$ cat config.mk
export PLATFORM = sky130hd
export DESIGN_NAME = l2_spike_classifier
export DESIGN_NICKNAME = d
export VERILOG_FILES = /design/src/rtl/l2_spike_classifier.sv
export SDC_FILE = /design/constraint.sdc
export NUM_CORES = 1
export LEC_CHECK = 0
export ABC_CLOCK_PERIOD_IN_PS = 4820
export CAP_MARGIN = 20
export CELL_PAD_IN_SITES_DETAIL_PLACEMENT = 0
export CELL_PAD_IN_SITES_GLOBAL_PLACEMENT = 1
export CORE_UTILIZATION = 41
export CTS_BUF_LIST = sky130_fd_sc_hd__clkbuf_8 sky130_fd_sc_hd__clkbuf_16
export CTS_CLUSTER_SIZE = 14
export DETAILED_ROUTE_END_ITERATION = 16
export HOLD_SLACK_MARGIN = 0.15
export MAX_ROUTING_LAYER = met4
export PLACE_DENSITY = 0.73
export SLEW_MARGIN = 30
export SYNTH_ARGS = -nofsm -noshare
export SYNTH_HDL_FRONTEND = slang
export SYNTH_SLANG_ARGS = --single-unit
$ cat constraint.sdc
create_clock -name i_clk -period 4.82 [get_ports i_clk]
set_input_delay 0.964 -clock i_clk [delete_from_list [all_inputs] [get_ports i_clk]]
set_output_delay 0.964 -clock i_clk [all_outputs]
set_load 0.02 [all_outputs]
$ cat src/rtl/l2_spike_classifier.sv
// l2_spike_classifier: counts per-neuron L2 spikes over a sample window, then
// scans the counts serially to pick the winning class and keeps accuracy stats.
// Optional macro L2C_TIE_REJECT_EN: a maximum shared by two or more neurons
// yields no decision (class 0) instead of the lowest-index winner.
module l2_spike_classifier #(
    parameter int unsigned p_n  = 10,
    parameter int unsigned p_cw = 8,
    parameter int unsigned p_tw = 16,
    localparam int unsigned CW  = $clog2(p_n + 1)
) (
    input  logic            i_clk,
    input  logic            i_rst,
    input  logic [p_n:1]    i_spike,
    input  logic [p_n:1]    i_label,
    input  logic            i_endof_sample,
    input  logic            i_clear_stats,
    output logic            o_busy,
    output logic            o_valid,
    output logic [CW-1:0]   o_class,
    output logic            o_correct,
    output logic [p_tw-1:0] o_total,
    output logic [p_tw-1:0] o_hits
);

    typedef enum logic [1:0] {StAcc, StScan, StReport} state_e;

    state_e            state_q, state_d;
    logic [p_cw-1:0]   cnt_q [p_n:1];
    logic [p_cw-1:0]   cnt_d [p_n:1];
    logic [CW-1:0]     idx_q, idx_d;
    logic [p_cw-1:0]   max_q, max_d;
    logic [CW-1:0]     cls_q, cls_d;
    logic [p_n:1]      lbl_q, lbl_d;
    logic              valid_q, valid_d;
    logic [CW-1:0]     class_q, class_d;
    logic              correct_q, correct_d;
    logic [p_tw-1:0]   total_q, total_d;
    logic [p_tw-1:0]   hits_q, hits_d;
`ifdef L2C_TIE_REJECT_EN
    logic              tie_q, tie_d;
`endif

    logic [p_cw-1:0]   cur_cnt;
    logic              lbl_hit;
    logic [CW-1:0]     rep_class;
    logic              rep_correct;

    // Select the count under scan and the label bit addressed by the current winner
    always_comb begin
        cur_cnt = '0;
        lbl_hit = 1'b0;
        for (int unsigned k = 1; k <= p_n; k++) begin
            if (idx_q == CW'(k)) cur_cnt = cnt_q[k];
            if (cls_q == CW'(k)) lbl_hit = lbl_q[k];
        end
`ifdef L2C_TIE_REJECT_EN
        rep_class = tie_q ? '0 : cls_q;
`else
        rep_class = cls_q;
`endif
        rep_correct = (rep_class != '0) && lbl_hit;
    end

    // Next-state logic: accumulate, serial scan, single-cycle report
    always_comb begin
        state_d   = state_q;
        cnt_d     = cnt_q;
        idx_d     = idx_q;
        max_d     = max_q;
        cls_d     = cls_q;
        lbl_d     = lbl_q;
        valid_d   = 1'b0;
        class_d   = class_q;
        correct_d = correct_q;
        total_d   = total_q;
        hits_d    = hits_q;
`ifdef L2C_TIE_REJECT_EN
        tie_d     = tie_q;
`endif
        unique case (state_q)
            StAcc: begin
                for (int unsigned k = 1; k <= p_n; k++) begin
                    if (i_spike[k] && (cnt_q[k] != '1)) cnt_d[k] = cnt_q[k] + 1'b1;
                end
                if (i_endof_sample) begin
                    lbl_d   = i_label;
                    max_d   = '0;
                    cls_d   = '0;
                    idx_d   = CW'(1);
`ifdef L2C_TIE_REJECT_EN
                    tie_d   = 1'b0;
`endif
                    state_d = StScan;
                end
            end
            StScan: begin
                // Strict compare: zero never wins, earlier index keeps ties
                if (cur_cnt > max_q) begin
                    max_d = cur_cnt;
                    cls_d = idx_q;
`ifdef L2C_TIE_REJECT_EN
                    tie_d = 1'b0;
                end else if ((cur_cnt == max_q) && (cur_cnt != '0)) begin
                    tie_d = 1'b1;
`endif
                end
                if (idx_q == CW'(p_n)) state_d = StReport;
                else                   idx_d   = idx_q + 1'b1;
            end
            StReport: begin
                valid_d   = 1'b1;
                class_d   = rep_class;
                correct_d = rep_correct;
                if (lbl_q != '0) begin
                    if (total_q != '1) total_d = total_q + 1'b1;
                    if (rep_correct && (hits_q != '1)) hits_d = hits_q + 1'b1;
                end
                cnt_d   = '{default: '0};
                state_d = StAcc;
            end
            default: state_d = StAcc;
        endcase
        if (i_clear_stats) begin
            total_d = '0;
            hits_d  = '0;
        end
    end

    // State and datapath registers
    always_ff @(posedge i_clk or posedge i_rst) begin
        if (i_rst) begin
            state_q   <= StAcc;
            cnt_q     <= '{default: '0};
            idx_q     <= '0;
            max_q     <= '0;
            cls_q     <= '0;
            lbl_q     <= '0;
            valid_q   <= 1'b0;
            class_q   <= '0;
            correct_q <= 1'b0;
            total_q   <= '0;
            hits_q    <= '0;
`ifdef L2C_TIE_REJECT_EN
            tie_q     <= 1'b0;
`endif
        end else begin
            state_q   <= state_d;
            cnt_q     <= cnt_d;
            idx_q     <= idx_d;
            max_q     <= max_d;
            cls_q     <= cls_d;
            lbl_q     <= lbl_d;
            valid_q   <= valid_d;
            class_q   <= class_d;
            correct_q <= correct_d;
            total_q   <= total_d;
            hits_q    <= hits_d;
`ifdef L2C_TIE_REJECT_EN
            tie_q     <= tie_d;
`endif
        end
    end

    assign o_busy    = (state_q != StAcc);
    assign o_valid   = valid_q;
    assign o_class   = class_q;
    assign o_correct = correct_q;
    assign o_total   = total_q;
    assign o_hits    = hits_q;

endmodule

# After elaboration in Yosys (flattened, before gate mapping)
# Index checks and enable logic that the tools add are counted.
# totals
reg_bits,146
word_cells,172
# classes
n_addsub,13
n_lt_le_gt_ge,1
n_eq_ne,48
mux,52
reduce_logical,38
# ops
op,n
$mux 8,22
$pmux 80 s2,1
$mux 16,8
$add 8x1->8 const B,10
$ne 8x8->1 const B,10
$add 16x1->16 const B,2
$eq 4x3->1 const B,8
$ne 16x16->1 const B,2
$ne 2x2->1 const B,14
$eq 4x4->1 const B,6
$reduce_and 2->1,12
$eq 4x2->1 const B,4
$mux 4,4
$pmux 4 s2,2
$pmux 8 s2,1
$reduce_bool 2->1,7
$logic_and 1x1->1,12
$reduce_and 3->1,4
$mux 1,11
$reduce_bool 10->1,1
$eq 4x1->1 const B,2
$gt 8x8->1,1
$add 4x1->4 const B,1
$mux 2,2
other kinds (5),5

# Longest topological paths before layout
# logic_depth
word_depth,17
mapped_depth,16

# Worst setup path before layout
# No wires, ideal clock.
# synth_timing
path_type,register to register
start,reg idx_q[0]
end,reg max_q[1]
setup_time_ns,0.125
arrival_ns,3.079
required_time_ns,4.695
slack_ns,1.617
path_stages_with_launch,17
path_buffers,2
synth_period_minus_slack_ns,3.203
path_cell_list,dfrtp_1 -> inv_1 -> ha_1 -> clkbuf_1 -> nand3b_1 -> a21oi_1 -> a21oi_1 -> mux2_2 -> o22ai_1 -> ha_1 -> nor2b_1 -> o21a_1 -> o21ai_0 -> a21oi_1 -> o21ba_2 -> buf_2 -> mux2_2
# synth_between
elab_chain_cells,14
word_cells_on_any_way,25
cone_classes,1 x order compare; 11 x eq/ne; 12 x mux; 1 x reduce/logical
# synth_rtl
item,line_no,rtl
"start, declared",30,"logic [CW-1:0] idx_q, idx_d;"
"start signal, assigned",149,idx_q <= idx_d;
$eq 4x1->1,53,if (idx_q == CW'(k)) cur_cnt = cnt_q[k];
$mux 8 (9 in series),53,
$mux 8 (*),53,
$gt 8x8->1,98,if (cur_cnt > max_q) begin
$ne 2x2->1 (no line),--,
$reduce_and 3->1 (no line),--,
"end signal, assigned",150,max_q <= max_d;
"end, declared",31,"logic [p_cw-1:0] max_q, max_d;"
# Mark *: on every way between the ends. The rest lies on a longest branch, timed or not. The select of a mux whose other input is x is not followed.
# A chain may end at the register's enable or synchronous reset.

# Worst setup path after layout
# layout_timing
start,reg idx_q[0]
end,reg max_q[5]
# The elaborated chain is that of the path after synthesis.

==> qor.txt <==
==============================================================================
Cell types with the highest counts after synthesis                dfrtp_1 (146), nor2_1 (121), nand2_1 (90), a21oi_1 (57), xor2_1 (51)
Startpoint of the lowest-slack register-to-register path          idx_q[0]$_DFFE_PP0P_
Worst Hold End                                                    o_correct$_DFFE_PP0P_
Delay of the slowest cell on the worst path                            0.46 ns
Root buffer cell                                                     clkbuf_16
Internal portion of total power                                        3.23 mW
Total number of vias                                                     6,485
Later-pin clock latency in the skew report                             0.43 ns
Net count after synthesis                                                  927
Boundary Pins                                                               63
Class of the most critical hold timing path                            reg2reg
Cell-by-cell listing of the critical path                         inv_1 -> ha_1 -> buf_4 -> nand2_1 -> a21oi_1 -> a21oi_1 -> mux2_2 -> o22ai_1 -> ha_1 -> nor2b_1 -> o21a_1 -> o21ai_0 -> a21oi_1 -> o21ba_2 -> mux2_2
Top cell by count, worst path                                          a21oi_1
Slew Viols, Final                                                            0
Post-synthesis cell type count                                              60
Number of diodes                                                             0
Worst slew margin relative to its limit                                  0.352
Tot GR Track Use                                                         0.214
Die Span X                                                              144 um
Maximum number of pins on one net before global-route repair               147
Antenna violation net count after detailed routing                           0
Clock skew                                                          0.00799 ns
Crit path DAT                                                          3.99 ns
Dominant cell type by area after synthesis                             dfrtp_1
WP depth                                                                    15
Routed vias/inst                                                          5.38
Peak Freq                                                            0.271 GHz
Vias in the first global route                                           6,145
Share of the yosys chip area belonging to registers                      0.444
DRC Markers                                                                  0
# resized after CTS                                                          0
Post-Route WL                                                          19.9 mm
Maximum resistive drop on vdd                                       0.000296 V
1st-pass router iterations                                                   4
Pwr/cell area                                                      528 mW/mm^2
Register-to-register setup slack                                       1.14 ns
H-tree Lvls                                                                  4
Area of the mapped netlist                                        0.00822 sq mm
Result of the run                                                 finished, final reports clean
Share of power burned in the clock network                               0.287
Yosys warning count                                                          0
Cell with the largest stage delay on the worst path                    dfrtp_1
Final hold violations                                                        0
Final total negative setup slack                                          0 ns
FFs w/ async S/R, synth                                                   1.00
Starting Density                                                         0.420
Hold_sp                                                           o_correct$_DFFE_PP0P_
Area share of the largest cell type after synthesis                      0.444
CTS tree                                                                   yes
Synth Register Bits                                                        146
Worst Path Max Fanout                                                       52
Total congestion overflow after global routing                               0
Initial DRC count                                                          276
Sink count of the clock tree                                               146
Per-instance average area after synthesis                           9.35 sq um
Maximum buffer depth of the clock tree                                       2
First-pass GRT wire length                                             32.9 mm
Number of buffers added to fix hold violations after cts                     0
Cell count of the worst reg-to-reg path                                     15
Post-DP HPWL                                                           13.5 mm
Setup violation total in the final timing report                             0
Setup repair after global routing missed its margin                      false
Gp weighted congestion                                                   0.830
Top cell family by delay on the critical path                     compound AO/OA/AOI/OAI gates
Slew @ Worst Pin                                                      0.972 ns
Core Box Area                                                     0.0196 sq mm
Crit path required time                                                5.13 ns
Maxcap violations                                                            0
Number of buffers inserted by port buffering                                62
Period utilization                                                       0.764
Critical Path End Type                                               flip-flop
Site row count                                                              51
Number of cells traversed by the worst hold path                             2
Launching element type of the critical path                          flip-flop
Postcts setup bufs                                                           0
Final core occ                                                           0.498
Routed len/inst                                                        16.5 um
Number of enable-type register cells in the synthesized netlist              0
P_leak                                                                 4.16 nW
Type of the worst setup path                                           reg2reg
Die Outline Area                                                  0.0206 sq mm
Instance count of the mapped netlist                                       879
Net switching component of the power                                   1.92 mW
Reg-to-Reg End                                                    max_q[5]$_DFFE_PP0P_
Post-layout net count                                                      977
Layout cell share with drive strength beyond 1                          0.0882
Combinational fraction of design power                                   0.346
Vertical die dimension                                                  144 um
Predominant post-synthesis flop cell                                   dfrtp_1
Most frequent cell after synthesis                                     dfrtp_1
Number of clock buffers inserted by TritonCTS                               17
Buf+Inv Stages, Crit Path                                                    2
Top post-synthesis cells by area                                  dfrtp_1 (44%), nor2_1 (5.5%), xor2_1 (5.4%), nand2_1 (4.1%), xnor2_1 (3.8%)
Post-synthesis to final-layout area growth                               18.6%
Switching fraction of total power                                        0.372
Relative contribution of sequential cells to total power                 0.368
Clock period minus worst slack                                         3.68 ns
Clock transition at the registers of the reported paths                0.06 ns
Initial antenna violation count                                              0
==============================================================================
## worst max-delay path by stage
stage | startpoint | endpoint | slack, ns
floorplan | idx_q[0]$_DFFE_PP0P_ | max_q[1]$_DFFE_PP0P_ | 1.62
global placement | idx_q[1]$_DFFE_PP0P_ | max_q[5]$_DFFE_PP0P_ | 0.98
detailed placement | idx_q[1]$_DFFE_PP0P_ | max_q[5]$_DFFE_PP0P_ | 0.94
CTS | idx_q[1]$_DFFE_PP0P_ | max_q[5]$_DFFE_PP0P_ | 0.95
global route | idx_q[0]$_DFFE_PP0P_ | max_q[5]$_DFFE_PP0P_ | 0.89
finish | idx_q[0]$_DFFE_PP0P_ | max_q[5]$_DFFE_PP0P_ | 1.14
## registers in the layout, indices dropped and copies added, names as in the netlist
signal     flops
lbl_q         10
o_correct      1
o_class        4
state_q        2
o_valid        1
cnt_q         80
idx_q          4
cls_q          4
max_q          8
o_total       16
o_hits        16
## power by group through the flow
stage	sequential, mW	clock (mW)	combinational, mW
final	1.89	1.48	1.78
after global routing	1.95	1.55	2.00
after CTS	1.89	1.51	1.78
after detailed placement	1.91	0	1.77
after global placement	1.91	0	1.76
after floorplan	1.75	0	1.44
## cell families after synthesis
logic type               synth area share
AO/OA/AOI/OAI                      0.0974
XOR/XNOR                           0.0927
adder cells (fa/ha/maj)            0.0365
buffers and inverters              0.0307
flip-flops                          0.444
multiplexers                       0.0610
AND/OR/NAND/NOR                     0.237
## through the flow
step / setup slack, ns / std cells / hold slack, ns / area (sq um) / power, mW
after floorplan: 1.62 / 879 / 0.491 / 8230 / 3.19
after global placement: 0.983 / 1175 / 0.473 / 9090 / 3.67
after detailed placement: 0.936 / 1175 / 0.479 / 9090 / 3.69
after CTS: 0.946 / 1206 / 0.493 / 9740 / 5.19
after global routing: 0.887 / 1206 / 0.540 / 9750 / 5.50
final: 1.14 / 1206 / 0.490 / 9750 / 5.15
## layout by cell type (no fill, tap or decap), types with 4 or more instances in the layout
cell type and n:
mux2i_1 22, nor3_1 9, nor2_1 121, xor2_1 51
o22ai_1 8, a211oi_1 4, nand3b_1 7, nand4_1 31
and3b_1 9, and3_1 15, nand2_1 90, inv_1 20
ha_1 23, xnor2_1 36, clkbuf_16 17, mux2_2 20
buf_4 8, a221oi_1 6, and4_1 8, clkdlybuf4s50_1 62
nor4_1 8, nand3_1 31, nand2b_1 5, clkinvlp_4 4
a21oi_1 57, bufinv_16 5, and2_1 6, nor2b_1 23
dfrtp_1 146, or3_1 7, o21ai_0 29, o31ai_1 4
## final cells by class
| class | instances | area, sq um |
|---|---|---|
| tap | 265 | 332 |
| clock inverter | 12 | 204 |
| multi-input combinational | 671 | 4320 |
| clock buffer | 19 | 453 |
| fill | 1870 | 9840 |
| timing repair buffer | 71 | 701 |
| sequential | 146 | 3650 |
| inverter | 22 | 86.3 |
## worst min-delay path: stages (launching register included)
cell and delay [ns]:
dfrtp_1 0.35, nand2_1 0.05, o21ai_0 0.06
## metal layers
layer,vias up,routed length [um],GRT usage,share of wire
li1,3172,-,-,-
met1,3168,9770,0.286,0.49
met2,123,9190,0.330,0.46
met3,22,705,0.0353,0.035
met4,0,282,0.0694,0.014
met5,-,0,-,0
No activity file was read; power rests on OpenSTA's default activity.
